## config.mk

```make
export PLATFORM = sky130hd
export DESIGN_NAME = result_fifo
export DESIGN_NICKNAME = d
export VERILOG_FILES = /design/src/rtl/result_fifo.sv
export SDC_FILE = /design/constraint.sdc
export NUM_CORES = 1
export LEC_CHECK = 0
export CAP_MARGIN = 15
export CORE_ASPECT_RATIO = 0.9
export CORE_MARGIN = 1
export CORE_UTILIZATION = 47
export DETAILED_ROUTE_END_ITERATION = 6
export PLACE_DENSITY = 0.79
export SLEW_MARGIN = 20
export SYNTH_ARGS = -nofsm -noshare
export SYNTH_HDL_FRONTEND = slang
export SYNTH_SLANG_ARGS = --single-unit
```

## constraint.sdc

```tcl
create_clock -name clk -period 2.3 [get_ports clk]
set_clock_uncertainty 0.1 [all_clocks]
set_input_delay 0.69 -clock clk [delete_from_list [all_inputs] [get_ports clk]]
set_output_delay 0.69 -clock clk [all_outputs]
set_load 0.03 [all_outputs]
```

## src/rtl/result_fifo.sv

```systemverilog
// rtl/result_fifo.sv - show-ahead result FIFO with overflow and drop accounting
module result_fifo #(
    parameter int WIDTH = 8,
    parameter int DEPTH = 4,
    parameter int CW    = $clog2(DEPTH + 1)
) (
    input  logic             clk,
    input  logic             reset_l,
    input  logic             clear,
    input  logic [WIDTH-1:0] in_data,
    input  logic             in_valid,
    output logic             in_ready,
    output logic [WIDTH-1:0] out_data,
    output logic             out_valid,
    input  logic             out_ready,
    output logic [CW-1:0]    count,
    output logic             full,
    output logic             overflow,
    output logic [7:0]       drop_cnt
);

    localparam int AW = (DEPTH > 1) ? $clog2(DEPTH) : 1;

    logic [WIDTH-1:0] mem [DEPTH];
    logic [AW-1:0]    wr_ptr;
    logic [AW-1:0]    rd_ptr;
    logic             wr_fire;
    logic             rd_fire;
    logic             drop;

    // Handshake qualifiers derive only from registered count, so there is
    // no combinational path from in_valid or out_ready to the flow-control outputs.
    always_comb begin
        full      = (count == CW'(DEPTH));
        out_valid = (count != '0);
        in_ready  = !full;
        wr_fire   = in_valid && in_ready;
        rd_fire   = out_valid && out_ready;
        drop      = in_valid && full;
        out_data  = out_valid ? mem[rd_ptr] : '0;
    end

    // Storage array; contents need no reset because out_data is masked while empty.
    always_ff @(posedge clk) begin
        if (wr_fire && !clear) begin
            mem[wr_ptr] <= in_data;
        end
    end

    // Pointers, occupancy and drop accounting; clear overrides any same-cycle transfer.
    always_ff @(posedge clk or negedge reset_l) begin
        if (!reset_l) begin
            wr_ptr   <= '0;
            rd_ptr   <= '0;
            count    <= '0;
            overflow <= 1'b0;
            drop_cnt <= 8'd0;
        end else if (clear) begin
            wr_ptr   <= '0;
            rd_ptr   <= '0;
            count    <= '0;
            overflow <= 1'b0;
            drop_cnt <= 8'd0;
        end else begin
            if (wr_fire) begin
                wr_ptr <= wr_ptr + AW'(1);
            end
            if (rd_fire) begin
                rd_ptr <= rd_ptr + AW'(1);
            end
            if (wr_fire && !rd_fire) begin
                count <= count + CW'(1);
            end else if (rd_fire && !wr_fire) begin
                count <= count - CW'(1);
            end
            if (drop) begin
                overflow <= 1'b1;
                if (drop_cnt != 8'hFF) begin
                    drop_cnt <= drop_cnt + 8'd1;
                end
            end
        end
    end

endmodule

```

# After elaboration in Yosys (flattened, before gate mapping)
# Memory sizes are Yosys's and may differ from the RTL's.
# Index checks and enable logic that the tools add are counted.
# classes
add_sub_neg	5
eq_ne	2
muxes	15
reduce_logical	17
# ops
cell	count
$mux W8	4
$mux W3	3
$add A8 B1 Y8 const B	1
$mux W2	4
$ne A8 B8 Y1 const B	1
$reduce_bool A2 Y1	4
$logic_and A1 B1 Y1	6
$reduce_bool A3 Y1	2
$add A2 B1 Y2 const B	2
$logic_not A1 Y1	4
$mux W1	4
$add A3 B1 Y3 const B	1
$eq A3 B3 Y1 const B	1
$sub A3 B1 Y3 const B	1
$reduce_and A2 Y1	1
# totals
output_inout_bits	23
register_bits	16
ram_bits	32
input_bits	13
elab_cells	45
mem_count	1
# memory_table
name	words	width	rd	rd_clocked_by_memory_dff	write_ports	line	source
mem	4	8	1	0	1	24	logic [WIDTH-1:0] mem [DEPTH];

# Depth between registers and ports, before layout
# Gate-level depths: netlist (run 1).
# depth
word_depth	8
mapped_depth	8
mapped_depth_nobuf	8

# Least setup slack after synthesis (run 1)
# OpenSTA, ideal clock, no wires.
# synth_timing
path_type	reg2reg
startpoint	register count[1]
endpoint	register count[2]
setup_ns	0.125
stages_incl_launch_ff	9
path_buffers	1
slack_ns	-0.199
synth_period_minus_slack_ns	2.499
arrival_time_ns	2.273
t_required_ns	2.075
cell_sequence	dfrtp_1 -> or3_1 -> clkbuf_1 -> a21oi_1 -> fa_1 -> nor2_1 -> mux2i_1 -> o22ai_1 -> a2111oi_0
# synth_between
elab_chain_len	6
elab_cells_between_ends	15
classes_between	add/sub (2); eq/ne (1); mux (3); reduce/logical (9)
# synth_lines
item	line	source
start: declaration	16	output logic [CW-1:0] count,
start signal: assignment	72	count <= count + CW'(1);
start signal: assignment	74	count <= count - CW'(1);
$reduce_bool A3 Y1 (*)	35	out_valid = (count != '0);
via out_valid	14	output logic out_valid,
$logic_and A1 B1 Y1 (*)	38	rd_fire = out_valid && out_ready;
$logic_not A1 Y1	71	if (wr_fire && !rd_fire) begin
$logic_and A1 B1 Y1	71	
$mux W3	71	
$mux W3	58	end else if (clear) begin
# Mark *: on every way through the listed nets, which the timed path passes. The rest lies on a longest branch. The select of a mux whose other input is x is not followed.
# A chain may end at the register's enable or synchronous reset.

# Worst setup path after layout (run 1)
# layout_timing
startpoint	register rd_ptr[0]
endpoint	output port out_data[4]
# layout_between
elab_chain_len	2
# layout_lines
item	line	source
start: declaration	26	logic [AW-1:0] rd_ptr;
start signal: assignment	69	rd_ptr <= rd_ptr + AW'(1);
$mem_v2 Z4 W8	-	
$mux W8	40	out_data = out_valid ? mem[rd_ptr] : '0;
end: declaration	13	output logic [WIDTH-1:0] out_data,
# No other way between the ends.

==> metrics.log, run 1 <==
[metrics] number of vias per cell after detailed routing: 5.24
[metrics] Period minus WS final: 2.40 ns
[metrics] Design Power: 3.09 mW
[metrics] row count: 23
[metrics] maximum number of buffers from clock root to sink: 2
[metrics] critical path class: register to output pin
[metrics] upper clock frequency limit: 417 MHz
[metrics] reported leakage power: 1.21 nW
[metrics] setup repair after global routing missed its margin: true
[metrics] dpl hpwl: 3130 um
[metrics] Worst Min Path Start: overflow$_DFFE_PN0P_
[metrics] remaining routing DRC violations: 0
[metrics] Setup Slack @ Placement: -0.332 ns
[metrics] number of hold violations in the final report: 0
[metrics] total number of vias: 1,446
[metrics] top cells by count, synth: 32 x edfxtp_1, 21 x nor2_1, 16 x dfrtp_1, 13 x and2_1, 8 x mux4_2
[metrics] initial standard-cell utilization of the core: 49.0%
[metrics] share of flip-flops with an asynchronous set or reset: 33.3%
[metrics] count of filler cells inserted in the layout: 357
[metrics] routability-driven placement congestion ratio: 0.774
[metrics] post-route ant nets: 0
[metrics] Total Negative Setup Slacks: -0.673 ns
[metrics] CORE AREA: 4430 um2
[metrics] start point of the critical path: rd_ptr[0]$_DFFE_PN0P_
[metrics] number of antenna violations at the first check in global routing: 0
[metrics] PnR worst setup slack: -0.0993 ns
[metrics] critical path data arrival time: 1.61 ns
[metrics] first drt pass iteration count: 4
[metrics] Worst setup EP type: output pin
[metrics] per-instance average area after synthesis: 14.3 um2
[metrics] unique cell type count in the Yosys netlist: 31
[metrics] Die Wd: 73.6 um
[metrics] power density over the cells: 1050 nW/um2
[metrics] number of endpoints failing setup at the final stage: 8
[metrics] number of antenna cells inserted: 0
[metrics] Slew @ Worst Pin: 0.342 ns
[metrics] startpoint of the worst register-to-register path: count[0]$_DFFE_PN0P_
[metrics] total global-route track usage: 19.6%
[metrics] first-pass GRT wire length: 6870 um
[metrics] TritonCTS clock tree: built
[metrics] buffers added on ports: 35
[metrics] post-synth top area share: 44.3%
[metrics] Clk Latency, worst-skew pair: 0.30 ns
[metrics] Clock Tree Root: clkbuf_8
[metrics] share of the yosys chip area belonging to registers: 62.7%
[metrics] Final Cycle Share: 104%
[metrics] startpoint kind of the worst setup timing path: register
[metrics] Clock H-tree levels: 2
[metrics] Post-synth top flop: edfxtp_1
[metrics] number of hold buffers added after CTS: 0
[metrics] Max-slew headroom: 77.1%
[metrics] syn nets: 171
[metrics] layout overhead on the synthesized area: 35.8%
[metrics] WL per Instance: 16.3 um
[metrics] data required time at the worst endpoint: 1.51 ns
[metrics] placed cell count: 266
[metrics] largest area contributor in the synthesized netlist: edfxtp_1
[metrics] aggregate global routing overflow: 0
[metrics] wire length reported by the detailed router: 4490 um
[metrics] vertical extent of the die: 66.5 um
[metrics] Max Fanout on Critical Path: 3
[metrics] fraction of final layout cells with drive strength greater than 1: 33.6%
[metrics] vias in the first global route: 1,482
[metrics] flops & latches, synth: 48
[metrics] Sinks on Clock Net: 48
[metrics] total clock buffers created by CTS: 5
[metrics] Syn Std Cell Area: 2170 um2
[metrics] utilization after layout: 66.5%
[metrics] DRT iter0 DRCs: 69
[metrics] Cell Count, Final, Fillers Out: 276
[metrics] failing checks: negative setup slack
[metrics] number of pins exceeding their max-slew limit in the final report: 0
[metrics] Warnings, synthesis: 0
[metrics] Clk pin slew, worst setup/hold paths: 0.08 ns
[metrics] status: complete, but fails checks
[metrics] top cells by area, synth: edfxtp_1 44%, dfrtp_1 18%, mux4_2 8.3%
[metrics] total number of nets in the final design: 232
[metrics] Max-Cap Viols: 0
[metrics] Top-Level Pins: 36
[metrics] cell with the most instances after synthesis: edfxtp_1
[metrics] total die area: 4890 um2
[metrics] worst hold-check path type: register to register
[metrics] maximum number of pins on one net before global-route repair: 19
[metrics] number of flops mapped to enable cells by yosys: 32
[metrics] IR drop worst, VDD: 418 uV
[metrics] synthesized instance count: 152
## where the power goes
group	total [mW]	leakage (nW)	switching, mW	internal [mW]
registers	1.07	0.503	0.0594	1.01
logic	1.53	0.662	0.752	0.779
clock network	0.494	0.0459	0.253	0.241
total	3.09	1.21	1.07	2.03
## layout make-up
cell class	instances	area [um2]	share of cell area (%)
inverters	7	26.3	0.892
flip-flops and latches	48	1370	46.4
well taps	62	77.6	2.63
multi-input cells	92	808	27.4
repair buffers	59	577	19.6
clock buffers	7	86.3	2.93
clock inverters	1	3.75	0.127
## sequential cells by signal (all words and copies together), names as in the netlist
register and cells:
mem 32, wr_ptr 2, overflow 1, count 3, drop_cnt 8, rd_ptr 2
## layout by cell type, fill, tap and decap left out, drive strengths merged, types with 3 or more instances in the layout
cell type,count
xor2,7
dlymetal6s2s,3
inv,7
o211ai,3
edfxtp,32
and2,13
xnor2,4
mux4,8
ha,5
mux2i,3
nand2,5
dfrtp,16
nand3,3
buf,34
clkdlybuf4s50,21
clkbuf,8
nor2,21
## metrics by stage
stage	hold slack, ns	instance area [um2]
after floorplan	0.294	2180
after global placement	0.390	2760
after detailed placement	0.410	2760
after CTS	0.432	2900
after global routing	0.459	2950
final	0.421	2950
## critical path, stage by stage, from the launching register on
cell,delay (ns)
dfrtp_2,0.41
buf_6,0.13
mux4_2,0.49
and2_4,0.16
buf_6,0.13
## cell families (layout without fill, tap and decap cells)
kind of cell / count (synthesis) / count (layout) / synth area share, %
compound gates: 10 / 10 / 3.23
flops: 48 / 48 / 62.7
mux: 13 / 13 / 11.1
simple gates: 51 / 52 / 12.3
xor+xnor: 11 / 11 / 4.44
buf+inv: 13 / 74 / 2.36
fa+ha+maj: 6 / 6 / 3.81
## repair_timing
action,in CTS,in global routing
pin swaps,9,2
endpoints found under the hold margin,0,0
resized for setup,78,15
endpoints found under the setup margin,12,15
setup buffers,0,1
cloned,0,1
## worst paths after layout
check	to	slack (ns)	depth (start not counted)
max	out_data[4]	-0.1	4
min	overflow$_DFFE_PN0P_	0.42	2
max reg2reg	count[2]$_DFFE_PN0P_	0.08	8
min reg2reg	overflow$_DFFE_PN0P_	0.42	2
max in group asynchronous	count[2]$_DFFE_PN0P_	1.27	2
min in group asynchronous	count[1]$_DFFE_PN0P_	0.62	2
## routing by layer
layer	track usage (%)	vias up	share of wire [%]
li1	-	670	-
met1	21.9	740	41
met2	35.9	27	54
met3	5.45	9	3.7
met4	6.49	0	1.4
met5	0	-	0
Power figures use the tool's default switching activity.
==> run 2, diff against run 1 <==
- SLEW_MARGIN: 20 -> 25
==> results of run 2 <==
The final DEF is identical to that of run 1; final timing and power are the same.
